===== src/rtl/microchip_sle_pkg.sv =====
// Shared constants and helpers for the SLE-class elastic register pipeline.
package microchip_sle_pkg;

    // Encodings for the CLR_OVER_EN parameter.
    localparam int unsigned CLR_PRIO_EN  = 0;  // Clear only acts when En=1
    localparam int unsigned CLR_PRIO_CLR = 1;  // Clear acts regardless of En

    // Width needed to hold values 0..n-1, never less than one bit.
    function automatic int unsigned clog2_safe(input int unsigned n);
        if (n <= 1) begin
            return 1;
        end
        return $clog2(n);
    endfunction

endpackage


===== src/rtl/microchip_sle_pipe_stage.sv =====
// One WIDTH-bit pipeline stage: valid and data flops with async init,
// sync clear and load-on-go. Data only toggles when a valid beat arrives.
module microchip_sle_pipe_stage
    import microchip_sle_pkg::*;
#(
    parameter int unsigned          WIDTH   = 8,
    parameter logic [WIDTH-1:0]     INIT    = '0,
    parameter logic [WIDTH-1:0]     CLR_VAL = '0
) (
    input  logic             CLK,
    input  logic             Reset,
    input  logic             clear,
    input  logic             go,
    input  logic             prev_valid,
    input  logic [WIDTH-1:0] prev_data,
    output logic             valid,
    output logic [WIDTH-1:0] data
);

    // Stage state: Reset > clear > go; data held when the incoming beat is a bubble.
    always_ff @(posedge CLK or posedge Reset) begin
        if (Reset) begin
            valid <= 1'b0;
            data  <= INIT;
        end else if (clear) begin
            valid <= 1'b0;
            data  <= CLR_VAL;
        end else if (go) begin
            valid <= prev_valid;
            if (prev_valid) begin
                data <= prev_data;
            end
        end
    end

endmodule


===== src/rtl/microchip_sle_pipe.sv =====
// Elastic register pipeline of DEPTH SLE-class stages with valid/ready on both
// ends. Bubbles collapse through the combinational go chain.
module microchip_sle_pipe
    import microchip_sle_pkg::*;
#(
    parameter int unsigned      WIDTH       = 8,
    parameter int unsigned      DEPTH       = 2,
    parameter logic [WIDTH-1:0] INIT        = '0,
    parameter logic [WIDTH-1:0] CLR_VAL     = '0,
    parameter int unsigned      CLR_OVER_EN = CLR_PRIO_CLR
) (
    input  logic                         CLK,
    input  logic                         Reset,
    input  logic                         En,
    input  logic                         Clear,
    input  logic                         in_valid,
    input  logic [WIDTH-1:0]             in_data,
    output logic                         in_ready,
    output logic                         out_valid,
    output logic [WIDTH-1:0]             out_data,
    input  logic                         out_ready,
    output logic [$clog2(DEPTH+1)-1:0]   count
);

    localparam int unsigned CW = clog2_safe(DEPTH + 1);

    logic [DEPTH-1:0] v;
    logic [WIDTH-1:0] d [DEPTH];
    logic [DEPTH-1:0] prev_v;
    logic [WIDTH-1:0] prev_d [DEPTH];
    logic [DEPTH:0]   go;
    logic             clear_eff;
    logic             push;
    logic             pop;
    logic             all_full;
    logic [CW-1:0]    count_q;

    // Clear either overrides En or is gated by it.
    assign clear_eff = Clear & ((CLR_OVER_EN == CLR_PRIO_CLR) ? 1'b1 : En);

    // go[i] = En & (!v[i] | go[i+1]) unrolled: a stage moves if downstream pops
    // or any stage at or beyond it is a bubble.
    always_comb begin
        all_full  = 1'b1;
        go        = '0;
        go[DEPTH] = En & out_ready;
        for (int i = int'(DEPTH) - 1; i >= 0; i--) begin
            all_full = all_full & v[i];
            go[i]    = En & (out_ready | ~all_full);
        end
    end

    // Stage inputs: stage 0 from the upstream port, others from the previous stage.
    always_comb begin
        prev_v    = '0;
        prev_v[0] = in_valid;
        prev_d[0] = in_data;
        for (int i = 1; i < int'(DEPTH); i++) begin
            prev_v[i] = v[i-1];
            prev_d[i] = d[i-1];
        end
    end

    for (genvar g = 0; g < DEPTH; g++) begin : g_stage
        microchip_sle_pipe_stage #(
            .WIDTH   (WIDTH),
            .INIT    (INIT),
            .CLR_VAL (CLR_VAL)
        ) u_stage (
            .CLK        (CLK),
            .Reset      (Reset),
            .clear      (clear_eff),
            .go         (go[g]),
            .prev_valid (prev_v[g]),
            .prev_data  (prev_d[g]),
            .valid      (v[g]),
            .data       (d[g])
        );
    end

    assign in_ready  = go[0] & ~Reset & ~Clear;
    assign out_valid = v[DEPTH-1];
    assign out_data  = d[DEPTH-1];

    assign push = in_valid & in_ready;
    assign pop  = v[DEPTH-1] & go[DEPTH];

    // Occupancy counter tracking popcount(v) incrementally.
    always_ff @(posedge CLK or posedge Reset) begin
        if (Reset) begin
            count_q <= '0;
        end else if (clear_eff) begin
            count_q <= '0;
        end else if (push && !pop) begin
            count_q <= count_q + CW'(1);
        end else if (pop && !push) begin
            count_q <= count_q - CW'(1);
        end
    end

    assign count = count_q;

`ifndef SYNTHESIS
    a_count_max: assert property (@(posedge CLK) disable iff (Reset)
        count_q <= CW'(DEPTH));
    a_no_overflow: assert property (@(posedge CLK) disable iff (Reset)
        !(!clear_eff && push && !pop && count_q == CW'(DEPTH)));
    a_no_underflow: assert property (@(posedge CLK) disable iff (Reset)
        !(!clear_eff && pop && !push && count_q == '0));
`endif

endmodule

===== config.mk =====
export PLATFORM = sky130hd
export DESIGN_NAME = microchip_sle_pipe
export DESIGN_NICKNAME = d
export VERILOG_FILES = /design/src/rtl/microchip_sle_pkg.sv /design/src/rtl/microchip_sle_pipe_stage.sv /design/src/rtl/microchip_sle_pipe.sv
export SDC_FILE = /design/constraint.sdc
export NUM_CORES = 1
export LEC_CHECK = 0
export CORE_UTILIZATION = 40
export DETAILED_ROUTE_END_ITERATION = 16
export PLACE_DENSITY = 0.69
export SLEW_MARGIN = 20
export SYNTH_ARGS = -nofsm -noshare
export SYNTH_HDL_FRONTEND = slang
export SYNTH_SLANG_ARGS = --single-unit

===== constraint.sdc =====
create_clock -name CLK -period 1.7 [get_ports CLK]
set_input_delay 0.51 -clock CLK [delete_from_list [all_inputs] [get_ports CLK]]
set_output_delay 0.51 -clock CLK [all_outputs]
set_load 0.01 [all_outputs]

### Word-level counts from Yosys, hierarchy flattened

Index checks and enable logic that the tools add are counted.

| cells by class | value |
|---|---|
| $add $sub $neg | 2 |
| muxes and demuxes | 13 |
| bitwise operators | 14 |
| reduce and logical (&&, ||, !) cells | 11 |

Operators with widths:

| kind | number |
|---|---|
| $mux 8 | 6 |
| $and 1x1->1 | 8 |
| $reduce_bool 2->1 | 4 |
| $mux 2 | 3 |
| $mux 1 | 4 |
| $not 1->1 | 4 |
| $reduce_and 2->1 | 2 |
| $reduce_bool 3->1 | 1 |
| $add 2x1->2 const B | 1 |
| $logic_and 1x1->1 | 2 |
| $logic_not 1->1 | 2 |
| $or 1x1->1 | 2 |
| $sub 2x1->2 const B | 1 |

| storage, ports and cells | value |
|---|---|
| register bits after elaboration | 20 |
| input bits | 14 |
| output and inout port bits | 12 |
| word-level logic and storage cells | 45 |

### Logic depth before layout (Yosys ltp)

Gate-level depths: netlist of the first run.

| logic depth | value |
|---|---|
| depth in word-level cells | 12 |
| gate-level depth with buffers | 5 |
| gate-level depth less buffers | 4 |

### Modules after synthesis

From an unflattened synthesis of the first run, not the netlist that was laid out.

| second synthesis, totals | value |
|---|---|
| cells, all modules | 102 |
| area total of the unflattened synthesis | 1,093.5 um^2 |

By module, submodules not included:

| module | instances | cells an instance | area an instance (um^2) | sequential area each (um^2) |
|---|---|---|---|---|
| microchip_sle_pipe_stage | 2 | 41 | 455.4 | 225.2 |
| microchip_sle_pipe | 1 | 20 | 182.7 | 50.0 |

### Least setup slack after synthesis of the first run

No wires, ideal clock.

| timing path | value |
|---|---|
| path kind | input to output |
| start | in out_ready |
| end | out in_ready |
| arrival time | 1.164 ns |
| data required time | 1.190 ns |
| path slack | 0.026 ns |
| cell stages on the path | 2 |
| path buffers | 0 |
| cell sequence | and3b_4 nor4b_1 |

| between the ends | value |
|---|---|
| word-level cells in the longest chain between the ends | 4 |

RTL lines:

| element | line | RTL |
|---|---|---|
| start, declared | microchip_sle_pipe.sv:21 | `input logic out_ready,` |
| $or 1x1->1 | microchip_sle_pipe.sv:49 | `go[i] = En & (out_ready \| ~all_full);` |
| $and 1x1->1 | microchip_sle_pipe.sv:49 |  |
| $and 1x1->1 (2 in series) | microchip_sle_pipe.sv:81 | `assign in_ready = go[0] & ~Reset & ~Clear;` |
| end, declared | microchip_sle_pipe.sv:18 | `output logic in_ready,` |

No other way between the ends.

### Worst setup path after layout of the first run

| timing path | value |
|---|---|
| start | reg g_stage[0].u_stage.valid |
| end | out in_ready |

| between the ends | value |
|---|---|
| word-level cells in the longest chain between the ends | 6 |

RTL lines:

| element | line | RTL |
|---|---|---|
| start, declared | microchip_sle_pipe_stage.sv:16 | `output logic valid,` |
| start signal, assigned | microchip_sle_pipe_stage.sv:29 | `valid <= prev_valid;` |
| $and 1x1->1 | microchip_sle_pipe.sv:48 | `all_full = all_full & v[i];` |
| $not 1->1 | microchip_sle_pipe.sv:49 |  |
| $or 1x1->1 | microchip_sle_pipe.sv:49 |  |
| $and 1x1->1 | microchip_sle_pipe.sv:49 |  |
| $and 1x1->1 (2 in series) | microchip_sle_pipe.sv:81 |  |

No other way between the ends.

==> results of run 1 <==
==> layout make-up <==
cell class	count	area (sq um)	area share
tap	28	35.03	0.02649
sequential	20	500.5	0.3784
multi-input combinational	49	366.6	0.2772
clock buffer	4	36.28	0.02744
inverter	1	3.754	0.002838
timing repair buffer	41	380.4	0.2876
==> registers in the layout (all words and copies together) (netlist names) <==
signal,flops
count,2
g_stage.u_stage.valid,2
g_stage.u_stage.data,16
==> per-layer routing <==
metal / vias up / global-route usage
met5: - / 0
met2: 17 / 0.2778
met4: 0 / 0.07143
li1: 340 / -
met3: 2 / 0.03395
met1: 338 / 0.2054
==> critical path: cells and delay by family (launching register included) <==
kind | cells | cell delay (ns)
simple gates | 2 | 0.42
flops | 1 | 0.41
buf+inv | 1 | 0.17
==> worst min path at each step <==
stage / slack (ns) / cells past startpoint / end / startpoint
floorplan: 0.47 / 1 / count[0] / Reset
global placement: 0.47 / 1 / g_stage[1].u_stage.data[6] / g_stage[0].u_stage.data[6]
detailed placement: 0.48 / 1 / g_stage[1].u_stage.data[7] / g_stage[0].u_stage.data[7]
CTS: 0.38 / 3 / g_stage[1].u_stage.valid / Reset
global route: 0.42 / 3 / g_stage[1].u_stage.valid / Reset
finish: 0.41 / 3 / g_stage[1].u_stage.valid / Reset
==> power by group <==
part | leakage (nW) | total [mW] | switching (mW) | internal, mW
combinational | 0.382 | 0.146 | 0.0636 | 0.0823
sequential | 0.275 | 0.498 | 0.00797 | 0.490
clock | 0.0210 | 0.282 | 0.151 | 0.130
==> layout by cell type, fill, tap and decap left out <==
cell type and n:
dfrtp_1 20, nor2_1 13, dlygate4sd2_1 13, buf_4 13, mux2i_1 9, clkdlybuf4s50_1 9, a22o_1 8, nand2_1 3
clkbuf_4 3, nand3_1 2, xnor2_1 2, buf_12 2, and3b_4 1, nand2_2 1, nor2_4 1, nand2b_1 1
a31oi_1 1, nor4b_4 1, inv_1 1, a21oi_1 1, a22oi_1 1, nor2b_1 1, and2_1 1, nor3_4 1
mux2_1 1, clkbuf_8 1, dlymetal6s2s_1 1, clkdlybuf4s15_1 1, buf_2 1, buf_6 1
==> metrics by stage <==
| stage | instance area (sq um) | power [mW] | setup slack, ns | TNS [ns] | instances |
|---|---|---|---|---|---|
| final | 1323 | 0.9257 | -0.1068 | -0.1068 | 143 |
| after floorplan | 922.1 | 0.5674 | 0.02649 | 0 | 80 |
| after detailed placement | 1261 | 0.6510 | -0.8845 | -7.132 | 136 |
| after global routing | 1323 | 0.9618 | -0.1566 | -0.1566 | 143 |
| after CTS | 1304 | 0.9269 | -0.1784 | -0.1784 | 142 |
| after global placement | 1261 | 0.6475 | -0.8274 | -6.435 | 136 |
==> cell usage after synthesis (all sizes together) (2+ instances only) <==
cell and n:
a22o 8, buf 8, clkbuf 2, dfrtp 20, mux2i 9, nand2 4
nand3 2, nor2 14, xnor2 2
==> cell families after synthesis <==
kind of cell,share of synthesized area
simple gates,0.1533
flops,0.5427
compound gates,0.09634
buf+inv,0.07869
mux,0.1099
xor+xnor,0.01900
==> repair_timing <==
| item | 4_1_cts | 5_1_grt |
|---|---|---|
| gates resized for setup | 23 | 2 |
| pin swaps | 3 | 2 |
| endpoints found under the setup margin | 21 | 2 |
| buffers inserted | 2 | 1 |
| hold buffers | 0 | 0 |
==> impl_metrics.yaml, run 1 <==
run_status:
  outcome: "finished with violations"
  violations: "negative setup slack"
clock_tree:
  cts_buffers: 3
  clk_pin_slew_ns: 0.12
  cts_sinks: 20
  cts_buffer_depth: 2
  insertion_delay_ns: 0.30
  root_buffer: "clkbuf_4"
  cts_htree_levels: 1
  cts_tree: "yes"
synth:
  netlist_area_sq_um: 922.1
  syn_avg_cell_area_sq_um: 11.53
  ys_top_cells_by_area: "dfrtp_1 54%, mux2i_1 9.8%, a22o_1 7.6%"
  syn_inst: 80
  synth-seq-cells: 20
  seq_area_frac_synth: 0.5427
  netlist.area_leader.share: 0.5427
  ys_types: 22
  synthFlopType: "dfrtp_1"
  synth_edf_count: 0
  yosys.area.top_type: "dfrtp_1"
  syn_nets: 94
  yosysWarnings: 0
  ys_async_sr_fraction: 1.000
sta:
  finalWorstSetupSlack_ns: -0.1068
  hold_viol: 0
  rsz0062_at_grt: "yes"
  max_clock_freq_mhz: 553.5
  finalSetupViolCount: 1
  skew_ns: 0.007601
  slew_headroom: 0.6040
  min_period_ns: 1.807
  hold-worst-slack_ns: 0.4113
  min_period_over_period: 1.063
  tightest_slew_ns: 0.5918
  slew_violations: 0
global_routing:
  overflow: 0
  grtUsageTotal: 0.1667
  antenna_found_initial: 0
  grt_start_max_net_pins: 19
  grt_pass1_wl_microns: 3008
  grt_pass1_vias: 658
critical_path:
  cp_slowest_stage_delay_ns: 0.41
  start_kind: "flop"
  worst_setup_path_startpoint: "g_stage[0].u_stage.valid"
  critPathMaxFanout: 2
  slowest_stage: "dfrtp_1"
  regToRegEndpoint: "count[1]"
  critPathKind: "flop to output pin"
  r2r_start: "g_stage[0].u_stage.valid"
  endpoint: "in_ready"
  crit_arrival_ns: 1.30
  r2r_cells: 5
  cp.required_ns: 1.19
  cp_cell_sequence: "and3b_4 > nor4b_4 > buf_2"
  reg2reg_slack_ns: 0.09
  end_kind: "output pin"
detailed_routing:
  wl_met2_microns: 915
  wirelength_microns: 1850
  num_vias: 697
  ant_nets: 0
  dr.pass1.iters: 2
  wl_met1_microns: 844
  routed.top_layer: "met4"
  wl_met3_microns: 77
  drc: 0
  vias_per_cell: 4.874
  drt_iter0_drc: 6
  wl_per_cell_microns: 12.94
floorplan:
  die_area_sq_um: 2502
  die_h_microns: 50.02
  rows: 17
  initial_utilization: 0.4209
  core_area_sq_um: 2191
  die_w_microns: 50.02
  ios: 26
cells_and_area:
  num_antenna_cells: 0
  final_nets: 130
  final_util: 0.6037
  n_fill_cell: 202
  area_growth_pct: 43.42
  drive_gt1_frac: 0.2261
pwr:
  powerDensity_nw_per_um2: 699.9
  vdd_ir_drop_max_mv: 0.3729
  leakage_nw: 0.6772
placement:
  post-dp-hpwl_microns: 1338
  routabilityCongestion: 0.7134
  io_buffers: 25
run:
  cap_violations: 0
hold_path:
  hp-class: "input port to asynchronous set/reset pin"
Power figures use the tool's default switching activity.
==> run 2, diff against run 1 <==
Settings changed: CORE_MARGIN set to 3.
Clock period 1.7 ns to 2.2 ns, I/O delays scaled along.
==> impl_metrics.yaml, run 2 (same netlist as run 1, synthesis figures left out) <==
cells_and_area:
  area_growth_pct: 40.57
  regArea_sq_um: 500.5
  final_util: 0.6286
  final_nets: 127
  n_fill_cell: 171
  largest_reg_flops: 16
  drive_gt1_frac: 0.1964
  num_antenna_cells: 0
  top_register: "g_stage.u_stage.data"
  multi_input_area_sq_um: 364.1
  layout_common_cells: "20 x dfrtp_1, 20 x clkdlybuf4s50_1, 13 x nor2_1, 12 x buf_4, 9 x mux2i_1"
floorplan:
  die_h_microns: 54.02
  initial_utilization: 0.4472
  rows: 16
  die_area_sq_um: 2918
  die_w_microns: 54.02
  ios: 26
  core_area_sq_um: 2062
pwr:
  total_power_mw: 0.7057
  leakage_nw: 0.6135
  powerDensity_nw_per_um2: 544.4
  vdd_ir_drop_max_mv: 0.3636
detailed_routing:
  wirelength_microns: 1894
  routed.top_layer: "met4"
  ant_nets: 0
  dr.pass1.iters: 2
  drt_iter0_drc: 5
  wl_met3_microns: 60
  wl_met2_microns: 1037
  wl_per_cell_microns: 13.63
  drc: 0
  wl_met1_microns: 787
  vias_per_cell: 4.892
  num_vias: 680
sta:
  max_clock_freq_mhz: 469.9
  rsz0062_at_grt: "no"
  min_period_ns: 2.128
  hold_viol: 0
  slew_violations: 0
  min_period_over_period: 0.9674
  slew_headroom: 0.4927
  skew_ns: 0.002550
  tightest_slew_ns: 0.7574
  setup_tns_ns: 0
  finalSetupViolCount: 0
clock_tree:
  cts_tree: "yes"
  hold_buffers: 0
  clk_pin_slew_ns: 0.11
  cts_buffer_depth: 2
  cts_htree_levels: 1
  cts_buffers: 3
  cts_sinks: 20
  cts_setup_buffers: 0
  root_buffer: "clkbuf_4"
  insertion_delay_ns: 0.30
placement:
  post-dp-hpwl_microns: 1448
  routabilityCongestion: 0.7993
  io_buffers: 25
critical_path:
  start_kind: "input port"
  slowest_stage: "and3b_4"
  cp_slowest_stage_delay_ns: 0.22
  crit_buf_inv: 2
  cp.required_ns: 1.54
  critPathKind: "input port to output pin"
  cp_cell_sequence: "dlygate4sd2_1 > and3b_4 > nor4b_4 > buf_2"
  crit_arrival_ns: 1.47
  critPathMaxFanout: 2
  end_kind: "output pin"
  cpLargestDelayFamily: "simple AND/OR/NAND/NOR gates"
run_status:
  outcome: "completed"
global_routing:
  grt_start_max_net_pins: 16
  overflow: 0
  antenna_found_initial: 0
  grtUsageTotal: 0.1503
  grt_pass1_vias: 701
  grt_pass1_wl_microns: 3036
run:
  cap_violations: 0
hold_path:
  hp-class: "flop to flop"
## run 2: timing repair
| action | CTS | global route |
|---|---|---|
| gates resized for setup | 8 | 2 |
| pin swaps | 1 | 1 |
| setup endpoints to repair | 1 | 1 |
## run 2: through the flow
step	instances	instance area (sq um)	setup WS [ns]	hold slack [ns]
finish	139	1296	0.07178	0.4997
global route	139	1296	0.01304	0.5181
CTS	139	1291	0.007460	0.5046
detailed placement	135	1247	-0.7180	0.4789
global placement	135	1247	-0.5898	0.4718
floorplan	80	922.1	0.2265	0.4654
## run 2: report_power, final
group          switching, mW  total (mW)  internal (mW)
clock network          0.114       0.215          0.101
registers            0.00684       0.386          0.379
logic                 0.0466       0.105         0.0588
## run 2: routing by layer
| layer | track usage | up-vias |
|---|---|---|
| met2 | 0.2762 | 12 |
| li1 | - | 330 |
| met3 | 0.01939 | 2 |
| met5 | 0 | - |
| met4 | 0.09129 | 0 |
| met1 | 0.1612 | 336 |
## run 2: layout make-up
| class | instances | area share |
|---|---|---|
| Inverter | 1 | 0.002896 |
| Tap cell | 27 | 0.02606 |
| Clock buffer | 4 | 0.02799 |
| Sequential cell | 20 | 0.3861 |
| Timing Repair Buffer | 38 | 0.2761 |
| Multi-Input combinational cell | 49 | 0.2809 |
## run 2: worst paths after layout
path | slack, ns | depth (start not counted) | from | endpoint
max | 0.07 | 4 | out_ready | in_ready
min in group asynchronous | 0.52 | 3 | Reset | g_stage[1].u_stage.valid
max in group asynchronous | 1.30 | 4 | Reset | g_stage[1].u_stage.data[0]
min reg2reg | 0.50 | 1 | g_stage[0].u_stage.data[3] | g_stage[1].u_stage.data[3]
max reg2reg | 0.58 | 5 | g_stage[0].u_stage.valid | count[1]
min | 0.50 | 1 | g_stage[0].u_stage.data[3] | g_stage[1].u_stage.data[3]
## run 2: worst register-to-register path, cell delays in order, from the launching register on
cell,delay [ns]
dfrtp_1,0.42
and3b_4,0.21
buf_4,0.15
nor3_4,0.18
mux2i_1,0.21
mux2_1,0.34
